`config.mk`:
```
export PLATFORM = sky130hd
export DESIGN_NAME = pc_fetch
export DESIGN_NICKNAME = d
export VERILOG_FILES = /design/src/rtl/pc_fetch_pkg.sv /design/src/rtl/pc_fetch_pc_reg.sv /design/src/rtl/pc_fetch.sv
export SDC_FILE = /design/constraint.sdc
export NUM_CORES = 1
export LEC_CHECK = 0
export BUFFER_PORTS_ARGS = -buffer_cell sky130_fd_sc_hd__buf_2
export CORE_MARGIN = 2
export CORE_UTILIZATION = 25
export CTS_BUF_LIST = sky130_fd_sc_hd__clkbuf_16
export CTS_CLUSTER_DIAMETER = 150
export DETAILED_ROUTE_END_ITERATION = 16
export HOLD_SLACK_MARGIN = 0.05
export PLACE_DENSITY_LB_ADDON = 0.1
export SETUP_SLACK_MARGIN = 0.2
export SYNTH_ARGS = -nofsm -noshare
export SYNTH_HDL_FRONTEND = slang
export SYNTH_SLANG_ARGS = --single-unit
```
`constraint.sdc`:
```
create_clock -name clk -period 5 [get_ports clk]
set_clock_uncertainty 0.05 [all_clocks]
set_input_delay 1 -clock clk [delete_from_list [all_inputs] [get_ports clk]]
set_output_delay 1 -clock clk [all_outputs]
set_load 0.02 [all_outputs]
```
`src/rtl/pc_fetch_pkg.sv`:
```
// Shared encodings for the fetch stage and its npc neighbour.
// Holds the fetch FSM states, the reset PC and the npc select codes.
package pc_fetch_pkg;

  typedef enum logic [1:0] {
    S_REQ  = 2'd0,
    S_WAIT = 2'd1,
    S_HOLD = 2'd2
  } fetch_state_t;

  // Word address [31:2]; byte address 0x0000_3000.
  localparam logic [29:0] RESET_PC = 30'h0c00;

  typedef enum logic [1:0] {
    NPC_PC4    = 2'd0,
    NPC_BRANCH = 2'd1,
    NPC_JUMP   = 2'd2,
    NPC_JREG   = 2'd3
  } npc_op_t;

  function automatic logic [31:0] word_to_byte(input logic [29:0] word_addr);
    return {word_addr, 2'b00};
  endfunction

endpackage

```
`src/rtl/pc_fetch_pc_reg.sv`:
```
// Program-counter register: 30-bit word address with async reset and load enable.
module pc_reg #(
  parameter logic [29:0] RESET_VAL = pc_fetch_pkg::RESET_PC
) (
  input  logic        clk,
  input  logic        reset,
  input  logic        load,
  input  logic [29:0] d,
  output logic [29:0] q
);

  always_ff @(posedge clk or posedge reset) begin
    if (reset) begin
      q <= RESET_VAL;
    end else if (load) begin
      q <= d;
    end
  end

endmodule

```
`src/rtl/pc_fetch.sv`:
```
// Fetch stage: issues one imem request per PC, holds the instruction for
// decode/npc and advances the PC on the downstream handshake.
//
//   state  | meaning
//   S_REQ  | request valid at PC, waiting for imem_req_ready
//   S_WAIT | request accepted, waiting for imem_resp_valid
//   S_HOLD | instruction presented, waiting for inst_ready
module pc_fetch #(
  parameter logic [29:0] RESET_PC = pc_fetch_pkg::RESET_PC,
  parameter logic [7:0]  MAX_WAIT = 8'd255
) (
  input  logic        clk,
  input  logic        reset,
  input  logic [29:0] npc_in,
  output logic        imem_req_valid,
  output logic [29:0] imem_req_addr,
  input  logic        imem_req_ready,
  input  logic        imem_resp_valid,
  input  logic [31:0] imem_resp_data,
  output logic        inst_valid,
  output logic [31:0] inst,
  output logic [29:0] pc_out,
  input  logic        inst_ready,
  output logic [31:0] fetch_count,
  output logic        fetch_err
);

  import pc_fetch_pkg::*;

  fetch_state_t state;
  fetch_state_t state_nxt;
  logic [7:0]   wait_cnt;
  logic         pc_load;
  logic         resp_take;
  logic         inst_fire;
  logic         wait_expire;

  pc_reg #(
    .RESET_VAL (RESET_PC)
  ) u_pc_reg (
    .clk   (clk),
    .reset (reset),
    .load  (pc_load),
    .d     (npc_in),
    .q     (pc_out)
  );

  assign imem_req_addr = pc_out;
  assign resp_take     = (state == S_WAIT) && imem_resp_valid;
  assign inst_fire     = inst_valid && inst_ready;
  assign pc_load       = inst_fire;
  assign wait_expire   = (state == S_WAIT) && !imem_resp_valid &&
                         (wait_cnt >= (MAX_WAIT - 8'd1));

  always_ff @(posedge clk or posedge reset) begin
    if (reset) begin
      state <= S_REQ;
    end else begin
      state <= state_nxt;
    end
  end

  // Request valid is gated by reset so nothing is offered to memory while it
  // is itself being reset.
  always_comb begin
    state_nxt      = state;
    imem_req_valid = 1'b0;
    inst_valid     = 1'b0;
    case (state)
      S_REQ: begin
        imem_req_valid = !reset;
        if (imem_req_ready && !reset) begin
          state_nxt = S_WAIT;
        end
      end
      S_WAIT: begin
        if (imem_resp_valid) begin
          state_nxt = S_HOLD;
        end
      end
      S_HOLD: begin
        inst_valid = 1'b1;
        if (inst_ready) begin
          state_nxt = S_REQ;
        end
      end
      default: begin
        state_nxt = S_REQ;
      end
    endcase
  end

  // Counts cycles spent in S_WAIT; saturates so a very late response cannot wrap it.
  always_ff @(posedge clk or posedge reset) begin
    if (reset) begin
      wait_cnt <= 8'd0;
    end else if (state != S_WAIT || imem_resp_valid) begin
      wait_cnt <= 8'd0;
    end else if (wait_cnt != MAX_WAIT) begin
      wait_cnt <= wait_cnt + 8'd1;
    end
  end

  always_ff @(posedge clk or posedge reset) begin
    if (reset) begin
      fetch_err <= 1'b0;
    end else if (wait_expire) begin
      fetch_err <= 1'b1;
    end
  end

  always_ff @(posedge clk or posedge reset) begin
    if (reset) begin
      inst <= 32'h0;
    end else if (resp_take) begin
      inst <= imem_resp_data;
    end
  end

  always_ff @(posedge clk or posedge reset) begin
    if (reset) begin
      fetch_count <= 32'h0;
    end else if (inst_fire) begin
      fetch_count <= fetch_count + 32'd1;
    end
  end

endmodule

```
### After elaboration in Yosys (flattened, before gate mapping)

Index checks and enable logic that the tools add are counted.
W data, S select, Z words.

* input bits: 67
* output and inout port bits: 127
* register bits after elaboration: 105
* word-level logic and storage cells: 35

* order comparisons: 1
* reductions and logical operators: 11
* eq/ne operators: 7
* multiplexer cells: 8
* $add $sub $neg: 2

Operators with widths (number)
* $add A32 B1 Y32 const B: 1
* $mux W8: 2
* $add A8 B1 Y8 const B: 1
* $ge A8 B8 Y1 const B: 1
* $ne A8 B8 Y1 const B: 1
* $mux W2: 3
* $ne A2 B2 Y1 const B: 3
* $pmux W2 S3: 1
* $logic_and A1 B1 Y1: 5
* $reduce_and A3 Y1: 1
* $eq A2 B1 Y1 const B: 1
* $eq A2 B2 Y1 const B: 1
* $logic_not A1 Y1: 2
* $logic_not A2 Y1: 1
* $mux W1: 2
* $ne A2 B1 Y1 const B: 1
* $reduce_bool A2 Y1: 1
* $logic_or A1 B1 Y1: 1

### Longest topological paths before layout

Gate-level depths: netlist of the first run.

* depth after elaboration: 4
* gate-level depth with buffers: 7

### Hierarchy

Synthesis of the first run repeated with hierarchy kept, for this count alone.

* cell total of the unflattened synthesis: 347
* area, all modules: 4715.8 um^2

Modules (own cells, without submodules)
* pc_fetch: cells each 283, seq. area each 1876.8 um^2, area an instance 3474.6 um^2, times used 1
* pc_reg: cells each 64, seq. area each 753.2 um^2, area an instance 1241.2 um^2, times used 1

### Worst setup path before layout of the first run

OpenSTA, ideal clock, no wires.

* kind: input port to output port
* from: input port reset
* to: output port imem_req_valid
* setup slack: 2447 ps
* stages: 1
* path buffers: 0
* required time: 3950 ps
* arrival: 1503 ps
* path through: nor3_1

* word-level cells in the longest chain between the ends: 2

RTL lines
* from (decl): RTL line pc_fetch.sv:13 `input logic reset,`
* $logic_not A1 Y1 (no line)
* $mux W1: RTL line pc_fetch.sv:69 `case (state)`
* to (decl): RTL line pc_fetch.sv:15 `output logic imem_req_valid,`

No other way between the ends.

### Worst setup path in the final report of the first run

* from: input port inst_ready
* to: register fetch_count[30]

* word-level cells in the longest chain between the ends: 1

RTL lines
* from (decl): RTL line pc_fetch.sv:23 `input logic inst_ready,`
* $logic_and A1 B1 Y1: RTL line pc_fetch.sv:50 `assign inst_fire = inst_valid && inst_ready;`
* to (signal assigned): RTL line pc_fetch.sv:124 `fetch_count <= fetch_count + 32'd1;`
* to (decl): RTL line pc_fetch.sv:24 `output logic [31:0] fetch_count,`

No other way between the ends.
A chain may end at the register's enable or synchronous reset.

==> results.toml, run 1 <==
[outcome]
outcome = "finished, final reports clean"

[setup_path]
setup.worst_path.class = "in -> reg"
critPathMaxStageDelay_ps = 690
cp_common_cell = "and3_1"
critical_path_arrival_ps = 2840
cp_cell_sequence = "buf_2 > and3b_1 > buf_4 > and3_1 > and3_1 > nor2b_1 > xor2_1"
rrSetupSlack_ps = 2680
reg2regPathDepth = 6
cp_max_fo = 19
critical_path_required_ps = 5230
cp-start-kind = "input port"
reg2reg_from = "state[0]"
crit_slowest_cell = "and3b_1"
rr_endpoint = "fetch_count[30]"
crit_path_end_kind = "register"

[final_layout]
nets = 642
drive_above_1_share_pct = 43.5
regArea_sq_um = 2630
fill_cells = 1840
area_delta_synth_final_pct = 29.1
antenna_cells = 0
multi_input_area_sq_um = 1610

[clock_tree]
cts_tree = "yes"
cts_setup_buffers = 0
cts.clk_slew.worst_paths_ps = 70
cts_buffer_depth = 2
insertion_delay_ps = 350
cts_hold_buf = 0
htree_num_levels = 3
clock_sinks = 105
ctsResizeCount = 0
cts_buffers = 9
cts-root-buf = "clkbuf_16"

[timing]
finalSetupTns_ps = 0
grt_setup_unrepaired = "false"
finalHoldWorstSlack_ps = 415
slew_viol_final = 0
max_slew_margin_pct = 25.1
fin_crit_ps = 2610
setup_violations = 0
timing_worst_slew_pin_value_ps = 1120
final.period_utilization_pct = 52.1
hold_viol = 0
fmax_mhz = 384

[logic_synthesis]
netlist_top_cells_count = "nand2_1, dfrtp_1, mux2_2"
synth_edf_count = 0
synth_cell_types = 39
yosysWarnings = 0
avgSynthCellArea_sq_um = 11.1
syn-num-nets = 477
netlist_area_sq_um = 4530
yosysMostFrequentCell = "nand2_1"
synthArstFlopShare_pct = 100
synth_area_leader_cell = "dfrtp_1"
synth_area_leaders = "dfrtp_1, nand2_1, mux2_2"
synth_flop_cell = "dfrtp_1"
netlist_instances = 407
synth_seq_area_share_pct = 58.1
yosysTopAreaCellShare_pct = 57.0
synth-seq-cells = 105

[pwr]
cellLeakagePower_nw = 3.17
power_density_nw_per_um2 = 573
ir_drop_v = 0.000265

[global_route]
grt_pass1_vias = 3425
overflow = 0
grt_pass1_wl_mm = 18.4
track_usage_pct = 12.1
grt_max_degree = 77
antenna_found_initial = 0

[drt]
vias_per_cell = 4.18
route.detailed.drc = 0
vias = 3368
dr.pass1.iters = 5
wl_per_cell_um = 14.1
drtIter0Drc = 111
drt_wl_total_mm = 11.3
antenna_left = 0

[hold_path]
hp-class = "reg -> reg"
holdPathEnd = "u_pc_reg.q[11]"
hold_start = "u_pc_reg.q[11]"
hold_depth = 2

[placed_design]
portBuffers = 193
dp_hpwl_mm = 8.17
place_congestion = 0.721

[floorplan]
pin_count = 194
initial_core_util_pct = 25.4
rows = 49
core_sq_um = 17800
fp.dieW_um = 139
die_h_um = 139
die_area_sq_um = 19200

[run]
max_cap_viol_count = 0
==> flip-flops by register name, summed over array words and instances, names as in the netlist <==
register	flops
fetch_count	32
fetch_err	1
inst	32
state	2
u_pc_reg.q	30
wait_cnt	8
==> critical path: cells and delay by family <==
kind	cells	cell delay [ps]
AND/OR/NAND/NOR	4	1180
buffers and inverters	2	510
XOR/XNOR	1	150
==> per-layer routing <==
metal	track usage, %	part of all wire [%]
met1	14.4	43
met2	20.5	50
met3	3.04	5.4
met4	5.80	2.2
met5	0	0
==> worst max-delay path by stage <==
| stage | from | endpoint |
|---|---|---|
| after floorplan | reset | fetch_count[0] |
| after global placement | inst_ready | fetch_count[30] |
| after detailed placement | inst_ready | fetch_count[30] |
| after CTS | inst_ready | fetch_count[30] |
| after global routing | inst_ready | fetch_count[15] |
| final | inst_ready | fetch_count[30] |
==> kinds of logic (layout without fill, tap and decap cells) <==
| family | after synthesis | after routing | share of synthesized area [%] |
|---|---|---|---|
| simple gates | 178 | 178 | 18.6 |
| mux | 32 | 32 | 7.96 |
| buf+inv | 45 | 215 | 6.41 |
| xor+xnor | 35 | 35 | 6.77 |
| flops | 105 | 105 | 58.1 |
| fa+ha+maj | 3 | 3 | 0.830 |
| compound gates | 9 | 9 | 1.27 |
==> cell type report <==
type,instances,share of cell area (%)
Inverter,3,0.236
Timing Repair Buffer,196,16.9
Multi-Input combinational cell,257,27.5
Clock buffer,9,3.85
Sequential cell,105,45.0
Clock inverter,7,1.61
Tap cell,229,4.90
==> per-stage QoR <==
stage                     total power, W  cells  utilization [%]  setup WS (ps)  instance area (sq um)
final                            0.00335    806             32.8           2390                   5840
after global routing             0.00355    806             32.8           2190                   5840
after CTS                        0.00341    806             32.8           2360                   5840
after detailed placement         0.00262    790             31.0           1980                   5520
after global placement           0.00261    790             31.0           2030                   5520
after floorplan                  0.00226    407                -           1190                   4530
==> placed cells by master, fill, tap and decap left out, types with 2 or more instances in the layout <==
cell and count:
buf_2 193, nand2_1 112, dfrtp_1 103, mux2_2 32, xor2_1 18, xnor2_1 17, nand3_1 14, nor2_1 12
and3_1 9, clkbuf_16 9, nor3_1 7, and4_1 4, nand4_1 4, o21ai_0 3, inv_1 3, ha_1 3
buf_4 3, a211oi_1 2, nand3b_1 2, nor2b_1 2, clkinv_4 2, bufinv_16 2, dfstp_2 2
==> power by group <==
group	internal, W	leakage, nW	switching (W)
Clock	0.000440	0.159	0.000330
Sequential	0.00113	1.34	0.000179
Combinational	0.000452	1.67	0.000820
Power figures use the tool's default switching activity.
==> inputs of run 2 (changes only) <==
- ABC_AREA: unset -> 1
- clock period: 5 -> 2.31 ns (I/O delays scaled with it)
==> run 2 against run 1 <==
  * Design area grew 9.4%
  * Worst setup slack got worse by 1900 ps
  * Sequential share of layout area is 3.9 points lower
  * Routed wire length up 14%
  * Synthesized cell count grew 34%
  * Final cell count rose by 22%
  * Power is 110% higher
  * First-iteration DRC count is 23% higher
  * Combinational power rose by 110%
  * Worst hold slack got worse by 230 ps
==> results.toml, run 2 <==
[setup_path]
critical_path_arrival_ps = 1330
path_delay_family = "flip-flops"
setup.worst_path.class = "reg -> out"
critical_path_required_ps = 1800
crit_path_end_kind = "primary output"
cp_num_buf_inv = 1
crit_slowest_cell = "dfrtp_1"
cp_cell_sequence = "nor3_1 > buf_2"
cp-start-kind = "register"
critPathMaxStageDelay_ps = 470
cp_max_fo = 5

[drt]
dr.pass1.iters = 4
drtIter0Drc = 136
drt_wl_total_mm = 12.9
vias_per_cell = 4.10
route.detailed.drc = 0
wl_per_cell_um = 13.1
vias = 4032
antenna_left = 0

[logic_synthesis]
synth-seq-cells = 105
synthArstFlopShare_pct = 100
yosysTopAreaCellShare_pct = 51.3
synth_cell_types = 31
yosysWarnings = 0
synth_edf_count = 0
avgSynthCellArea_sq_um = 9.22
netlist_instances = 545
synth_area_leader_cell = "dfrtp_1"
netlist_area_sq_um = 5020
synth_area_leaders = "dfrtp_1, nand2_1, mux2_2"
syn-num-nets = 615
netlist_top_cells_count = "nand2_1, dfrtp_1, nor2_1"
yosysMostFrequentCell = "nand2_1"
synth_seq_area_share_pct = 52.4
synth_flop_cell = "dfrtp_1"

[global_route]
overflow = 0
grt_max_degree = 106
grt_pass1_wl_mm = 21.2
grt_pass1_vias = 4044
track_usage_pct = 12.4
antenna_found_initial = 0

[final_layout]
area_delta_synth_final_pct = 27.2
final_cell_mix = "nand2_1, buf_2, dfrtp_1"
antenna_cells = 0
top_regs = "fetch_count (32), inst (32), u_pc_reg.q (30)"
design_area_sq_um = 6390
layout_commonest_cell = "nand2_1"
nets = 784
drive_above_1_share_pct = 37.8

[floorplan]
initial_core_util_pct = 25.6
fp.dieW_um = 146
die_area_sq_um = 21200
core_sq_um = 19600
die_h_um = 146
rows = 51
pin_count = 194

[clock_tree]
cts_setup_buffers = 0
clock_sinks = 105
htree_num_levels = 3
insertion_delay_ps = 350
cts_tree = "yes"
cts_buffer_depth = 2
cts_buffers = 9
cts-root-buf = "clkbuf_16"
ctsResizeCount = 0
cts_hold_buf = 0
cts.clk_slew.worst_paths_ps = 70

[timing]
final.period_utilization_pct = 79.7
finalSetupTns_ps = 0
fmax_mhz = 543
hold_viol = 0
setup_violations = 0
max_slew_margin_pct = 54.8
grt_setup_unrepaired = "false"
timing_worst_slew_pin_value_ps = 678
slew_viol_final = 0
fin_crit_ps = 1840

[run]
max_cap_viol_count = 0

[pwr]
ir_drop_v = 0.000356
power_density_nw_per_um2 = 1100
cellLeakagePower_nw = 3.39
finalPower_w = 0.00703

[placed_design]
dp_hpwl_mm = 9.62
post_dp_cell_area_sq_um = 6090
place_congestion = 0.750
portBuffers = 193

[outcome]
outcome = "finished, final reports clean"

[hold_path]
hp-class = "in -> async"
[run 2: kinds of logic (layout without fill, tap and decap cells)]
logic type               count (synthesis)  in the layout  share of synthesized area [%]
AO/OA/AOI/OAI                           13             13                           1.42
XOR/XNOR                                12             12                           2.39
buffers and inverters                   76            250                           8.44
AND/OR/NAND/NOR                        304            304                           27.5
flip-flops                             105            105                           52.4
adder cells (fa/ha/maj)                  3              3                          0.747
multiplexers                            32             32                           7.17
[run 2: area by class of cell]
class                   count  area [sq um]
repair buffers            198          1020
flip-flops and latches    105          2630
well taps                 265           332
fillers                  2098         13200
multi-input cells         364          1970
clock buffers               9           225
clock inverters             7          78.8
inverters                  36           139
[run 2: through the flow]
| step | utilization [%] | setup slack, ps | cells | hold slack (ps) |
|---|---|---|---|---|
| after floorplan | - | 540 | 545 | 413 |
| after global placement | 31.1 | 561 | 968 | 411 |
| after detailed placement | 31.1 | 527 | 968 | 407 |
| after CTS | 32.6 | 424 | 984 | 230 |
| after global routing | 32.6 | 375 | 984 | 237 |
| final | 32.6 | 470 | 984 | 181 |
[run 2: worst reg2reg max path, cell delays in order, from the launching register on]
cell     delay, ps
dfrtp_1        380
inv_1          160
nand2_2        110
nor2_4         410
nand3_1        180
nor2_1         160
nand2_1         70
nand2_1         60
nand2_1         40
[run 2: worst paths after layout]
kind	end	slack, ps	cells past startpoint	startpoint
worst max-delay path	imem_req_valid	470	2	state[1]
worst min-delay path	state[1]	180	3	reset
worst max register to register	fetch_count[29]	590	8	state[0]
worst min register to register	u_pc_reg.q[11]	430	2	u_pc_reg.q[11]
max in group asynchronous	u_pc_reg.q[27]	1440	3	reset
min in group clk	u_pc_reg.q[7]	250	3	npc_in[7]
[run 2: layer usage]
| metal | routed length (um) | global-route usage [%] | share of wire [%] |
|---|---|---|---|
| met5 | 0 | 0 | 0 |
| met4 | 204 | 4.85 | 1.6 |
| met3 | 660 | 2.82 | 5.1 |
| met2 | 6190 | 19.8 | 48 |
| met1 | 5850 | 16.2 | 45 |
[run 2: report_power, final]
group | internal (W) | switching [W] | leakage (nW)
Clock | 0.000856 | 0.000741 | 0.150
Sequential | 0.00241 | 0.000355 | 1.34
Combinational | 0.000959 | 0.00171 | 1.91
==> inputs of run 3 (changes only) <==
- clock period: 2.31 -> 1.8 ns (I/O delays scaled with it)
==> run 3 against run 2 <==
  * First-iteration DRC count decreased by 33%
  * Core utilization increased by 0.66 points
  * Routed wire length increased by 1.7%
  * Non-clock buffer count increased by 5
  * Register-to-register slack got worse by 290 ps
  * Die area unchanged
  * Power increased by 30%
  * Critical path type unchanged
==> results.toml, run 3 (synthesis gave the netlist of run 2 again) <==
[drt]
drtIter0Drc = 91
route.detailed.drc = 0
drt_wl_total_mm = 13.1
wl_per_cell_um = 13.3
vias = 4069
dr.pass1.iters = 4
vias_per_cell = 4.11
antenna_left = 0

[timing]
grt_setup_unrepaired = "true"
finalSetupTns_ps = 0
max_slew_margin_pct = 61.8
hold_viol = 0
fmax_mhz = 645
timing_worst_slew_pin_value_ps = 572
slew_viol_final = 0
fin_crit_ps = 1550
final.period_utilization_pct = 86.2
setup_violations = 0

[global_route]
grtUsageMet1_pct = 15.7
overflow = 0
antenna_found_initial = 0
busiest_layer = "met2"
grt_pass1_wl_mm = 21.7
use_met3_pct = 3.26
grt_pass1_vias = 4208
track_usage_pct = 12.7
grt_max_degree = 106
met2_usage_pct = 21.3

[final_layout]
area_delta_synth_final_pct = 29.8
nets = 790
drive_above_1_share_pct = 40.2
top_regs = "fetch_count (32), inst (32), u_pc_reg.q (30)"
final_core_util_pct = 33.3
layout_commonest_cell = "nand2_1"
fill_cells = 2089
antenna_cells = 0
final_cell_mix = "nand2_1, buf_2, dfrtp_1"

[clock_tree]
cts-root-buf = "clkbuf_16"
cts.clk_slew.worst_paths_ps = 70
insertion_delay_ps = 350
htree_num_levels = 3
cts_buffers = 9
cts_hold_buf = 0
cts_buffer_depth = 2
clock_sinks = 105
cts_tree = "yes"

[setup_path]
cp_cell_sequence = "nor3_2 > buf_4"
crit_slowest_cell = "dfrtp_1"
setup.worst_path.class = "reg -> out"
critical_path_required_ps = 1390
cp_max_fo = 2
critPathMaxStageDelay_ps = 400
critical_path_arrival_ps = 1140
crit_path_end_kind = "primary output"
cp-start-kind = "register"

[pwr]
cellLeakagePower_nw = 3.42
ir_drop_v = 0.000580
power_density_nw_per_um2 = 1400

[floorplan]
initial_core_util_pct = 25.6
fp.dieW_um = 146
rows = 51
pin_count = 194
die_h_um = 146
die_area_sq_um = 21200
core_sq_um = 19600

[placed_design]
dp_hpwl_mm = 9.72
portBuffers = 193
place_congestion = 0.783

[run]
max_cap_viol_count = 0

[outcome]
outcome = "finished, final reports clean"

[hold_path]
hp-class = "in -> async"
==> run 3: cell types whose count changed in the layout (fill, tap and decap cells not counted), moves of 2 or more <==
cell,change
buf_2,-2
buf_4,+6
dfrtp_1,-3
dfrtp_2,+3
inv_1,-2
inv_2,+2
nor2_1,-6
nor2_2,+3
nor2_4,+4
nor3_1,-2
nor3_2,+2
==> run 3: what timing repair did <==
| action | 4_1_cts | 5_1_grt |
|---|---|---|
| setup buffers | 1 | 3 |
| resized for setup | 6 | 15 |
| cloned | 0 | 1 |
| endpoints found under the setup margin | 5 | 22 |
| pin swaps | 0 | 4 |
==> run 3: worst max-delay path, delay by kind of cell, from the launching register on <==
family | cells | cell delay, ps
buffers and inverters | 1 | 170
AND/OR/NAND/NOR | 1 | 210
flip-flops | 1 | 400
==> run 3: per-layer routing <==
layer  share of wire (%)  wire, um
met2                  49      6450
met5                   0         0
met1                  44      5760
met3                 5.2       688
met4                 1.7       223
==> run 3: final cells by class <==
| cell class | instances | area [sq um] | share of cell area (%) |
|---|---|---|---|
| tap | 265 | 332 | 5.09 |
| timing repair buffer | 203 | 1070 | 16.4 |
| sequential | 105 | 2630 | 40.4 |
| inverter | 36 | 139 | 2.13 |
| clock buffer | 9 | 225 | 3.45 |
| multi-input combinational | 365 | 2040 | 31.2 |
| clock inverter | 6 | 83.8 | 1.29 |
==> run 3: per-stage QoR <==
stage	hold slack (ps)	total power [W]	instance area, sq um	setup WS, ps	cells
finish	135	0.00916	6520	249	989
global route	146	0.00974	6520	154	989
CTS	129	0.00929	6440	176	985
detailed placement	424	0.00711	6110	178	969
global placement	410	0.00708	6110	147	969
floorplan	401	0.00617	5030	132	545
==> run 3: power breakdown <==
part | internal (W) | switching [W] | total (W)
clock network | 0.00121 | 0.000893 | 0.00210
logic | 0.00127 | 0.00222 | 0.00350
registers | 0.00310 | 0.000461 | 0.00356
total | 0.00558 | 0.00358 | 0.00916
==> run 3: final timing paths <==
path,to,depth (start not counted),from,slack (ps)
max,imem_req_valid,2,state[0],250
max reg2reg,inst[10],6,state[0],300
min,inst[0],3,reset,130
max in group asynchronous,fetch_count[12],3,reset,1110
min reg2reg,u_pc_reg.q[11],2,u_pc_reg.q[11],430
min in group clk,u_pc_reg.q[19],3,npc_in[19],150
